<file path="config.mk">
export PLATFORM = sky130hd
export DESIGN_NAME = m_frame_encoder_flat
export DESIGN_NICKNAME = d
export VERILOG_FILES = /design/src/rtl/m_frame_encoder_if.sv /design/src/rtl/m_frame_encoder.sv /design/src/flat_wrapper.sv
export SDC_FILE = /design/constraint.sdc
export NUM_CORES = 1
export LEC_CHECK = 0
export ABC_AREA = 1
export BUFFER_PORTS_ARGS = -buffer_cell sky130_fd_sc_hd__buf_2
export CAP_MARGIN = 10
export CORE_MARGIN = 2
export CORE_UTILIZATION = 31
export CTS_BUF_LIST = sky130_fd_sc_hd__clkbuf_8
export DETAILED_ROUTE_END_ITERATION = 8
export MAX_ROUTING_LAYER = met4
export PLACE_DENSITY = 0.5
export SYNTH_ARGS = -nofsm -noshare
export SYNTH_HDL_FRONTEND = slang
export SYNTH_SLANG_ARGS = --single-unit
export TNS_END_PERCENT = 100
</file>
<file path="constraint.sdc">
create_clock -name clk -period 1.6 [get_ports clk]
set_input_delay 0.32 -clock clk [delete_from_list [all_inputs] [get_ports clk]]
set_output_delay 0.32 -clock clk [all_outputs]
set_load 0.02 [all_outputs]
</file>
<file path="src/rtl/m_frame_encoder_if.sv">
// Command-frame encoder port bundle: request/fields from the source, byte strobe toward UART TX.
// slave = encoder side, master = command source / TX engine side.
interface m_frame_encoder_if;
  logic        i_send;
  logic [7:0]  i_cmdcode;
  logic [31:0] i_para_list;
  logic [2:0]  i_para_num;
  logic        i_tx_ready;
  logic        o_tx_en;
  logic [7:0]  o_tx_data;
  logic        o_busy;
  logic        o_done;

  modport slave (
    input  i_send, i_cmdcode, i_para_list, i_para_num, i_tx_ready,
    output o_tx_en, o_tx_data, o_busy, o_done
  );

  modport master (
    output i_send, i_cmdcode, i_para_list, i_para_num, i_tx_ready,
    input  o_tx_en, o_tx_data, o_busy, o_done
  );
endinterface

</file>
<file path="src/rtl/m_frame_encoder.sv">
// Serialises 0x40,len,cmd,params,check toward UART TX; first strobe the cycle after accept, one per 2 cycles.
// Stalls on i_tx_ready low; check byte is the LEN..PARA sum when FRAME_CHECKSUM_EN is defined, else 0xBC.
module m_frame_encoder (
  input  logic           clk,
  input  logic           rst_n,
  m_frame_encoder_if.slave bus
);

  typedef enum logic [2:0] {IDLE, HEAD, LEN, CMD, PARA, CHECK, DONE} state_t;

  state_t      state, state_nxt;
  logic        guard;
  logic [1:0]  para_cnt, para_cnt_nxt;
  logic [1:0]  para_idx_inc;
  logic [7:0]  cmd_q;
  logic [31:0] para_q;
  logic [2:0]  num_q;
  logic [7:0]  tx_data_q, tx_data_nxt;
  logic        busy_q, busy_nxt;
  logic        done_q, done_nxt;
  logic        accept, issue, byte_state, last_para;
  logic [7:0]  check_byte;

  function automatic logic [2:0] clamp_num(input logic [2:0] n);
    if (n == 3'd0) return 3'd1;
    if (n > 3'd4)  return 3'd4;
    return n;
  endfunction

  assign byte_state   = (state == HEAD) || (state == LEN) || (state == CMD) ||
                        (state == PARA) || (state == CHECK);
  assign issue        = byte_state && bus.i_tx_ready && !guard;
  assign accept       = (state == IDLE) && bus.i_send;
  assign last_para    = ({1'b0, para_cnt} == (num_q - 3'd1));
  assign para_idx_inc = para_cnt + 2'd1;

`ifdef FRAME_CHECKSUM_EN
  logic [7:0] acc_q;

  always_ff @(posedge clk or negedge rst_n) begin
    if (!rst_n) begin
      acc_q <= 8'h00;
    end else if (accept) begin
      acc_q <= 8'h00;
    end else if (issue && ((state == LEN) || (state == CMD) || (state == PARA))) begin
      acc_q <= acc_q + tx_data_q;
    end
  end

  // Folds in the final PARA byte, which is being issued in the same cycle the check is preloaded.
  assign check_byte = acc_q + tx_data_q;
`else
  assign check_byte = 8'hBC;
`endif

  // tx_data holds the byte of the current state; it is preloaded with the next byte on each issue.
  always_comb begin
    state_nxt    = state;
    tx_data_nxt  = tx_data_q;
    para_cnt_nxt = para_cnt;
    busy_nxt     = busy_q;
    done_nxt     = 1'b0;
    case (state)
      IDLE: begin
        if (bus.i_send) begin
          state_nxt    = HEAD;
          tx_data_nxt  = 8'h40;
          para_cnt_nxt = 2'd0;
          busy_nxt     = 1'b1;
        end
      end
      HEAD: begin
        if (issue) begin
          state_nxt   = LEN;
          tx_data_nxt = {5'd0, num_q} + 8'd1;
        end
      end
      LEN: begin
        if (issue) begin
          state_nxt   = CMD;
          tx_data_nxt = cmd_q;
        end
      end
      CMD: begin
        if (issue) begin
          state_nxt    = PARA;
          tx_data_nxt  = para_q[7:0];
          para_cnt_nxt = 2'd0;
        end
      end
      PARA: begin
        if (issue) begin
          if (last_para) begin
            state_nxt   = CHECK;
            tx_data_nxt = check_byte;
          end else begin
            para_cnt_nxt = para_idx_inc;
            tx_data_nxt  = para_q[{para_idx_inc, 3'b000} +: 8];
          end
        end
      end
      CHECK: begin
        if (issue) begin
          state_nxt = DONE;
          busy_nxt  = 1'b0;
          done_nxt  = 1'b1;
        end
      end
      DONE: begin
        state_nxt = IDLE;
      end
      default: begin
        state_nxt = IDLE;
        busy_nxt  = 1'b0;
      end
    endcase
  end

  always_ff @(posedge clk or negedge rst_n) begin
    if (!rst_n) begin
      state     <= IDLE;
      guard     <= 1'b0;
      para_cnt  <= 2'd0;
      tx_data_q <= 8'h00;
      busy_q    <= 1'b0;
      done_q    <= 1'b0;
    end else begin
      state     <= state_nxt;
      guard     <= issue;
      para_cnt  <= para_cnt_nxt;
      tx_data_q <= tx_data_nxt;
      busy_q    <= busy_nxt;
      done_q    <= done_nxt;
    end
  end

  always_ff @(posedge clk or negedge rst_n) begin
    if (!rst_n) begin
      cmd_q  <= 8'h00;
      para_q <= 32'h0;
      num_q  <= 3'd1;
    end else if (accept) begin
      cmd_q  <= bus.i_cmdcode;
      para_q <= bus.i_para_list;
      num_q  <= clamp_num(bus.i_para_num);
    end
  end

  assign bus.o_tx_en   = issue;
  assign bus.o_tx_data = tx_data_q;
  assign bus.o_busy    = busy_q;
  assign bus.o_done    = done_q;

endmodule

</file>
<file path="src/flat_wrapper.sv">
// flat-port wrapper written by rule: the top's interface ports become plain ports
module m_frame_encoder_flat 
  (clk, rst_n, bus_i_send, bus_i_cmdcode, bus_i_para_list, bus_i_para_num, bus_i_tx_ready, bus_o_tx_en, bus_o_tx_data, bus_o_busy, bus_o_done);
  m_frame_encoder_if bus_i ();
  input  logic clk;
  input  logic rst_n;
  input wire logic [$bits(bus_i.i_send)-1:0] bus_i_send;
  input wire logic [$bits(bus_i.i_cmdcode)-1:0] bus_i_cmdcode;
  input wire logic [$bits(bus_i.i_para_list)-1:0] bus_i_para_list;
  input wire logic [$bits(bus_i.i_para_num)-1:0] bus_i_para_num;
  input wire logic [$bits(bus_i.i_tx_ready)-1:0] bus_i_tx_ready;
  output wire logic [$bits(bus_i.o_tx_en)-1:0] bus_o_tx_en;
  output wire logic [$bits(bus_i.o_tx_data)-1:0] bus_o_tx_data;
  output wire logic [$bits(bus_i.o_busy)-1:0] bus_o_busy;
  output wire logic [$bits(bus_i.o_done)-1:0] bus_o_done;
  assign bus_i.i_send = bus_i_send;
  assign bus_i.i_cmdcode = bus_i_cmdcode;
  assign bus_i.i_para_list = bus_i_para_list;
  assign bus_i.i_para_num = bus_i_para_num;
  assign bus_i.i_tx_ready = bus_i_tx_ready;
  assign bus_o_tx_en = bus_i.o_tx_en;
  assign bus_o_tx_data = bus_i.o_tx_data;
  assign bus_o_busy = bus_i.o_busy;
  assign bus_o_done = bus_i.o_done;
  m_frame_encoder u_core (.clk(clk), .rst_n(rst_n), .bus(bus_i));
endmodule
</file>
Word level (Yosys, flattened, before mapping). Index checks and enable logic that the tools add are counted.

Bits of input ports: 47. Flip-flop bits (word level): 59.

Add/sub/neg operators: 3. Order comparisons: 1. Equality and inequality tests: 15. Bitwise logic cells: 1. Shifts and indexed selects: 1. Multiplexer cells: 34. Reduce and logical (&&, ||, !) cells: 17.

Operators by type and width (count): 2-to-1 mux 8 bit (6); case mux 8 bit (5 select lines) (1); 2-to-1 mux 3 bit (11); variable part select 32 x 6 -> 8 bit (1); case mux 3 bit (6 select lines) (1); inequality test 2 x 1 -> 1 bit, second input constant (6); equality test 3 bit, second input constant (3); 2-to-1 mux 1 bit (9); 2-to-1 mux 2 bit (4); AND reduction 7 bit (1); equality test 3 x 2 -> 1 bit, second input constant (2); zero test 3 bit (2); case mux 2 bit (3 select lines) (1); AND reduction 6 bit (1); AND reduction 5 bit (1); nonzero test 5 bit (1); OR reduction 5 bit (1); adder 3 x 1 -> 4 bit, second input constant (1); logical OR 1 bit (4); inequality test 2 bit, second input constant (2); equality test 2 x 3 -> 1 bit (1); equality test 3 x 1 -> 1 bit, second input constant (1); > comparator 3 bit, second input constant (1); logical AND 1 bit (3); other kinds (7) (7).

Logic depth before layout (Yosys ltp). Gate-level depths: netlist of run 1.

Depth after elaboration: 9. Depth in mapped cells: 12.

Worst setup path after synthesis of run 1. OpenSTA, ideal clock, no wires.

Kind: reg2reg. Start: register u_core.num_q[0]. End: register u_core.state[0]. Clock period less this slack: 1.678 ns. Setup slack: -0.078 ns. Path buffers: 0. Arrival: 1.561 ns. Setup time: 0.117 ns. Stages on the path, launching flop included: 13. Data required time: 1.483 ns. Path through: dfstp_2 inv_1 ha_1 inv_1 nand2_1 nand2_1 nand3_1 nand2_1 nand2_1 nand2_1 nand2_1 nand2_1 nand2_1.

Word-level cells in the longest chain between the ends: 4.

Ends and longest elaborated chain: start, declared (line m_frame_encoder.sv:17) `logic [2:0] num_q;`; start signal, assigned (line m_frame_encoder.sv:145) `num_q <= clamp_num(bus.i_para_num);`; subtractor 3 x 1 -> 3 bit (line m_frame_encoder.sv:34) `assign last_para = ({1'b0, para_cnt} == (num_q - 3'd1));`; equality test 2 x 3 -> 1 bit (line m_frame_encoder.sv:34); inequality test 2 x 1 -> 1 bit (no line); AND reduction 7 bit (no line); end signal, assigned (line m_frame_encoder.sv:128) `state <= state_nxt;`; end, declared (line m_frame_encoder.sv:11) `state_t state, state_nxt;`.

No other way between the ends. A chain may end at the register's enable or synchronous reset.

Worst setup path in the final report of run 1.
Start: register u_core.state[0]. End: output bus_o_tx_en.

Word-level cells in the longest chain between the ends: 7. Elaborated cells between the ends (all ways): 11. Classes of those cells: 5 x eq/ne; 6 x reduce/logical.

Ends and longest elaborated chain: equality test 3 x 1 -> 1 bit / equality test 3 x 2 -> 1 bit (equally long branches) (line m_frame_encoder.sv:30) `assign byte_state = (state == HEAD) || (state == LEN) || (state == CMD) ||`; logical OR 1 bit (3 in a row) (line m_frame_encoder.sv:30); logical OR 1 bit (*) (line m_frame_encoder.sv:31) `(state == PARA) || (state == CHECK);`; logical AND 1 bit (*) (2 in a row) (line m_frame_encoder.sv:32) `assign issue = byte_state && bus.i_tx_ready && !guard;`; end, declared (line flat_wrapper.sv:12) `output wire logic [$bits(bus_i.o_tx_en)-1:0] bus_o_tx_en;`.

Every way passes the cells marked *; elsewhere a longest branch is shown, timed or not.

==> summary.md, run 1 <==
| Metric | Value |
|---|---|
| Worst hold path class | in -> reg |
| Vias in the first global route | 2788 |
| FP Rows | 35 |
| CP Class | reg -> out |
| Leakage | 2.154 nW |
| Yosys reg bits | 59 |
| DR vias | 2741 |
| # diodes | 0 |
| Final worst setup slack | -147.5 ps |
| Post-synthesis sequential area ratio | 50.66% |
| Synth Area per Inst | 7.310 sq um |
| Peak fanout along the critical path | 4 |
| Dpl ws | -31.90 ps |
| Antenna violations before repair | 0 |
| Max incr delay on CP | 450 ps |
| CP startpoint kind | flip-flop |
| Most frequent CP cell | nand2_2 |
| RSZ-0062 raised after global routing | yes |
| Area Overhead vs Synth | 33.20% |
| Measured slew at the worst slew-check pin | 335.8 ps |
| Clk root buf | clkbuf_8 |
| Final Slew Violations | 0 |
| WP data required | 1280 ps |
| First drt pass iteration count | 4 |
| Sw Share | 43.05% |
| CP cell instances | nor2_4 > nand2_2 > nand2_2 > nand2_2 > nand2_2 > inv_2 > buf_6 |
| Status | finished, violations left |
| WL final | 7860 um |
| Yosys warnings | 0 |
| DIE WIDTH | 101.0 um |
| Seq pwr share | 34.4% |
| Layout cell share with drive strength beyond 1 | 30.55% |
| Core area | 0.009196 sq mm |
| Logic pwr share | 48.9% |
| Clk network pwr share | 16.7% |
| CTS clk-pin slew, worst paths | 70 ps |
| Post-Layout Cell Count | 602 |
| Final net count | 536 |
| # port buffers | 57 |
| DR vias/cell | 4.553 |
| CTS tree | done |
| Pint | 0.004289 W |
| Sink Count | 59 |
| WL/cell | 13.06 um |
| Placed Instances | 575 |
| First-pass GRT wire length | 13320 um |
| Worst rel slew slack | 77.61% |
| Final Hold Viols | 0 |
| Drt initial violations | 138 |
| Count of final setup violators | 1 |
| Initial Utilization | 31.71% |
| IO Pins | 58 |
| Hpwl dp | 5631 um |
| Die Ht | 101.0 um |
| Post-route antenna net violation count | 0 |
| MaxCap Viol Count | 0 |
| Peak supply drop | 0.6848 mV |
| Slowest-stage cell, CP | dfrtp_2 |
| Synthesized Nets | 448 |
| Period utilization | 109.2% |
| Maximum clock rate | 572.2 MHz |
| Die area | 0.01020 sq mm |
| Sw Pwr | 0.003242 W |
| DRC viols | 0 |
| Failing checks | negative setup slack |
| CP Data Arrival Time | 1430 ps |
| Gr ovfl total | 0 |
| H-tree depth | 3 |
| P per Cell Area | 1938 mW/mm^2 |
| GP Congestion | 0.8698 |
| CP delay by family, top | simple AND/OR/NAND/NOR gates |
| Largest net degree at the start of global routing | 60 |
| Unique cell type count in the Yosys netlist | 24 |
| Post-layout min period | 1748 ps |
| GRT Total Usage | 17.45% |
| Clk buf depth | 2 |
| Insertion delay to the later sink of the worst-skew pair | 350 ps |
| Crit end category | primary output |
| Setup Skew | 11.01 ps |
| Sum Neg Setup Slack | -147.5 ps |
| Post-Synthesis Cells | 399 |
| Num CTS Buffers | 9 |
| Worst Path Buf+Inv | 2 |
| Mapped cell area | 0.002917 sq mm |
==> timing repair <==
action                     4_1_cts  5_1_grt
gates resized for setup         19       26
gates cloned                     0        0
pin swaps                        8       19
buffers inserted                 5        6
hold buffers                     1        0
hold endpoints to repair        58        0
setup endpoints to repair       12       14
==> layout make-up <==
cell class | count | area (sq um)
clock buffers | 11 | 151.4
clock inverters | 4 | 26.28
fillers | 991 | 5311
inverters | 32 | 125.1
multi-input cells | 299 | 1419
flip-flops and latches | 59 | 1480
well taps | 111 | 138.9
repair buffers | 86 | 544.3
==> logic make-up after synthesis <==
family                   synth area share, %
XOR/XNOR                              0.6007
AO/OA/AOI/OAI                          4.890
AND/OR/NAND/NOR                        37.32
adder cells (fa/ha/maj)               0.8579
buffers and inverters                  5.663
flip-flops                             50.67
==> worst paths after layout <==
path | from | end | slack [ps] | cells past startpoint
max reg2reg | u_core.num_q[0] | u_core.state[2] | 20 | 11
min in group asynchronous | rst_n | u_core.cmd_q[1] | 510 | 3
max | u_core.state[0] | bus_o_tx_en | -150 | 7
max in group asynchronous | rst_n | u_core.num_q[0] | 760 | 3
min reg2reg | u_core.para_q[27] | u_core.para_q[27] | 470 | 2
min | bus_i_para_list[20] | u_core.para_q[20] | 170 | 3
==> sequential cells by signal (all words and copies together), names as in the netlist <==
register	count
u_core.bus.o_busy	1
u_core.bus.o_done	1
u_core.bus.o_tx_data	8
u_core.cmd_q	8
u_core.guard	1
u_core.num_q	3
u_core.para_cnt	2
u_core.para_q	32
u_core.state	3
==> layout by cell type, fill, tap and decap left out, drive strengths merged, types with 2 or more instances in the layout <==
master and count:
ha 2, o22ai 4, o21ai 13, xnor2 2, dfrtp 58, nand2 219, nor2 22, inv 31
buf 85, a21oi 3, clkinv 4, clkbuf 11, a22oi 3, nand3 27
==> worst reg2reg max path, cell delays in order (launching register included) <==
cell	delay, ps
dfstp_2	540
inv_2	50
ha_4	270
nand2_2	50
nand2_2	70
nand3_4	110
nand2_2	100
nand2_2	60
nand2_4	70
nand2_2	60
nand2_1	60
nand2_1	40
==> synthesized netlist by cell type, drive strengths merged <==
master | n | area [sq um]
a21oi | 3 | 15.01
a22oi | 3 | 22.52
buf | 9 | 45.04
clkinv | 1 | 3.750
dfrtp | 58 | 1451
dfstp | 1 | 26.28
ha | 2 | 25.02
inv | 31 | 116.4
nand2 | 219 | 824.5
nand3 | 27 | 140.1
nand3b | 1 | 20.02
nor2 | 22 | 97.59
o21a | 1 | 7.510
o21ai | 13 | 65.06
o22ai | 4 | 25.02
o31ai | 1 | 7.510
or2 | 1 | 6.260
xnor2 | 2 | 17.52
==> metrics by stage <==
step                util, %  hold slack [ps]  power, W  area [sq um]
finish                42.24            165.6  0.007531          3885
global placement      37.71            358.5  0.005685          3468
global route          42.24            162.2  0.008250          3885
detailed placement    37.71            357.1  0.005737          3468
CTS                   40.76            151.7  0.007275          3749
floorplan                 -            24.41  0.004673          2937
==> layer usage <==
| metal | GRT usage [%] | vias to the layer above | part of all wire, % |
|---|---|---|---|
| met5 | - | - | 0 |
| met4 | 4.886 | 0 | 1.2 |
| met3 | 4.993 | 8 | 4.5 |
| met2 | 27.03 | 67 | 47 |
| met1 | 22.41 | 1261 | 47 |
| li1 | - | 1405 | - |
==> power by group through the flow <==
stage	clock (W)	combinational [W]	sequential, W
after floorplan	0	0.00209	0.00258
after global placement	0	0.00308	0.00260
after detailed placement	0	0.00312	0.00261
after CTS	0.00129	0.00337	0.00261
after global routing	0.00139	0.00418	0.00269
final	0.00126	0.00368	0.00259
Power figures use the tool's default switching activity.
==> run 2, diff against run 1 <==
--- a/config.mk
+++ b/config.mk
@@ -7,12 +7,10 @@
 export LEC_CHECK = 0
 export ABC_AREA = 1
 export BUFFER_PORTS_ARGS = -buffer_cell sky130_fd_sc_hd__buf_2
-export CAP_MARGIN = 10
+export CAP_MARGIN = 20
 export CORE_MARGIN = 2
 export CORE_UTILIZATION = 31
-export CTS_BUF_LIST = sky130_fd_sc_hd__clkbuf_8
 export DETAILED_ROUTE_END_ITERATION = 8
-export MAX_ROUTING_LAYER = met4
 export PLACE_DENSITY = 0.5
 export SYNTH_ARGS = -nofsm -noshare
 export SYNTH_HDL_FRONTEND = slang
==> run 2 against run 1 <==
The run still ends with negative setup slack left. Die area stayed put. Worst setup slack better by 5.5 ps. Power hardly changed. First-iteration DRC count is 5.8% lower. Flip-flop and latch count stayed put. Global-route usage is 0.53 points lower. Final cell count stayed put. Routed wire length is 0.29% higher. Cell area stayed put. Clock-buffer cell count stayed put. Largest cell class unchanged. Largest power group unchanged.
==> summary.md, run 2 (synthesis results as in run 1) <==
| Metric | Value |
|---|---|
| Die area | 0.01020 sq mm |
| P per Cell Area | 1939 mW/mm^2 |
| Count of final setup violators | 1 |
| WP data required | 1280 ps |
| Dpl ws | -31.90 ps |
| Worst hold path class | in -> reg |
| Post-route design area | 0.003885 sq mm |
| H-tree depth | 3 |
| Worst R2R Start | u_core.num_q[0] |
| Period utilization | 108.9% |
| Largest net degree at the start of global routing | 60 |
| Clk root buf | clkbuf_8 |
| Multi-input combinational cell area | 0.001419 sq mm |
| Gr ovfl total | 0 |
| Crit end category | primary output |
| Max FFs per register | 32 |
| Largest register by flop count | u_core.para_q |
| Worst rel slew slack | 76.72% |
| Setup Skew | 9.570 ps |
| Capturing point of the worst reg2reg path | u_core.state[2] |
| Final Slew Violations | 0 |
| GRT Total Usage | 16.93% |
| CTS clk-pin slew, worst paths | 70 ps |
| Maximum clock rate | 574.1 MHz |
| Clk buf depth | 2 |
| Antenna violations before repair | 0 |
| Final core occ | 42.24% |
| Seq pwr share | 34.4% |
| Peak fanout along the critical path | 4 |
| MaxCap Viol Count | 0 |
| Status | finished, violations left |
| Most common cell after layout, fill and taps aside | nand2_1 |
| Insertion delay to the later sink of the worst-skew pair | 340 ps |
| Sw Share | 43.05% |
| Sink Count | 59 |
| Clk network pwr share | 16.6% |
| DRC viols | 0 |
| Sw Pwr | 0.003242 W |
| FF-to-FF path depth | 11 |
| Area Overhead vs Synth | 33.20% |
| Leakage | 2.154 nW |
| Final net count | 536 |
| Post-route antenna net violation count | 0 |
| Hpwl dp | 5631 um |
| Final worst setup slack | -142.0 ps |
| CP Data Arrival Time | 1420 ps |
| Most frequent cells in the layout | nand2_1, buf_2, dfrtp_1, buf_4, inv_1 |
| # diodes | 0 |
| Core area | 0.009196 sq mm |
| Num CTS Buffers | 9 |
| Failing checks | negative setup slack |
| First-pass GRT wire length | 13290 um |
| GP Congestion | 0.8561 |
| WL final | 7883 um |
| Layout cell share with drive strength beyond 1 | 30.55% |
| Min-delay src | bus_i_para_list[5] |
| # port buffers | 57 |
| Worst setup path startpoint | u_core.state[1] |
| DR vias/cell | 4.556 |
| Hold path cells | 3 |
| Pint | 0.004289 W |
| DIE WIDTH | 101.0 um |
| DR vias | 2743 |
| CTS tree | done |
| Die Ht | 101.0 um |
| IO Pins | 58 |
| Drt initial violations | 130 |
| Peak supply drop | 0.6800 mV |
| R2r setup slk | 20 ps |
| Post-layout min period | 1742 ps |
| CP Class | reg -> out |
| Measured slew at the worst slew-check pin | 349.2 ps |
| WL/cell | 13.09 um |
| Final Hold Viols | 0 |
| RSZ-0062 raised after global routing | yes |
| FP Rows | 35 |
| Logic pwr share | 49.0% |
| Sum Neg Setup Slack | -142.0 ps |
| Hold EP | u_core.para_q[5] |
| Register area | 0.001480 sq mm |
| CP startpoint kind | flip-flop |
| Placed Instance Area | 0.003468 sq mm |
| First drt pass iteration count | 4 |
| Initial Utilization | 31.71% |
| Fill count | 991 |
| Vias in the first global route | 2797 |
[run 2: cell counts in the layout (fill, tap and decap cells not counted)]
No cell type changed its count.
[run 2: metrics by stage]
step	hold slack, ps	cells	power [W]
2_1_floorplan	24.41	399	0.004673
3_5_place_dp	357.1	575	0.005737
6_report	169.7	602	0.007531
5_1_grt	160.5	602	0.008249
4_1_cts	151.7	596	0.007275
3_3_place_gp	358.5	575	0.005685
[run 2: power groups by stage]
stage / combinational (W) / sequential [W] / clock (W)
after floorplan: 0.00209 / 0.00258 / 0
after global placement: 0.00308 / 0.00260 / 0
after detailed placement: 0.00312 / 0.00261 / 0
after CTS: 0.00337 / 0.00261 / 0.00129
after global routing: 0.00418 / 0.00269 / 0.00139
final: 0.00369 / 0.00259 / 0.00125
[run 2: what timing repair did]
item	in CTS	in global routing
cloned	0	0
pin swaps	8	19
hold endpoints to repair	58	0
hold buffers	1	0
resized for setup	19	26
setup endpoints to repair	12	14
buffers inserted	5	6
[run 2: how the worst max path moves through the flow]
stage,cells after the start,to
floorplan,11,u_core.para_cnt[1]
global placement,11,u_core.para_cnt[0]
detailed placement,11,u_core.para_cnt[0]
CTS,8,bus_o_tx_en
global route,8,bus_o_tx_en
finish,7,bus_o_tx_en
[run 2: area by class of cell]
class	count	area share (%)
Clock buffer	11	3.897
Clock inverter	4	0.6763
Inverter	32	3.221
Multi-Input combinational cell	299	36.52
Sequential cell	59	38.10
Tap cell	111	3.575
Timing Repair Buffer	86	14.01
[run 2: worst max-delay path: stages (launching register included)]
cell and delay [ps]:
dfrtp_2 440, nor2_4 190, nand2_2 90, nand2_2 90, nand2_2 60, nand2_2 60, inv_2 40, buf_6 120
[run 2: per-layer routing]
metal,GRT usage [%],routed length [um],vias to the layer above
met3,4.993,353,11
met1,22.28,3697,1265
li1,-,-,1405
met4,4.886,115,0
met5,0,0,-
met2,27.08,3717,62
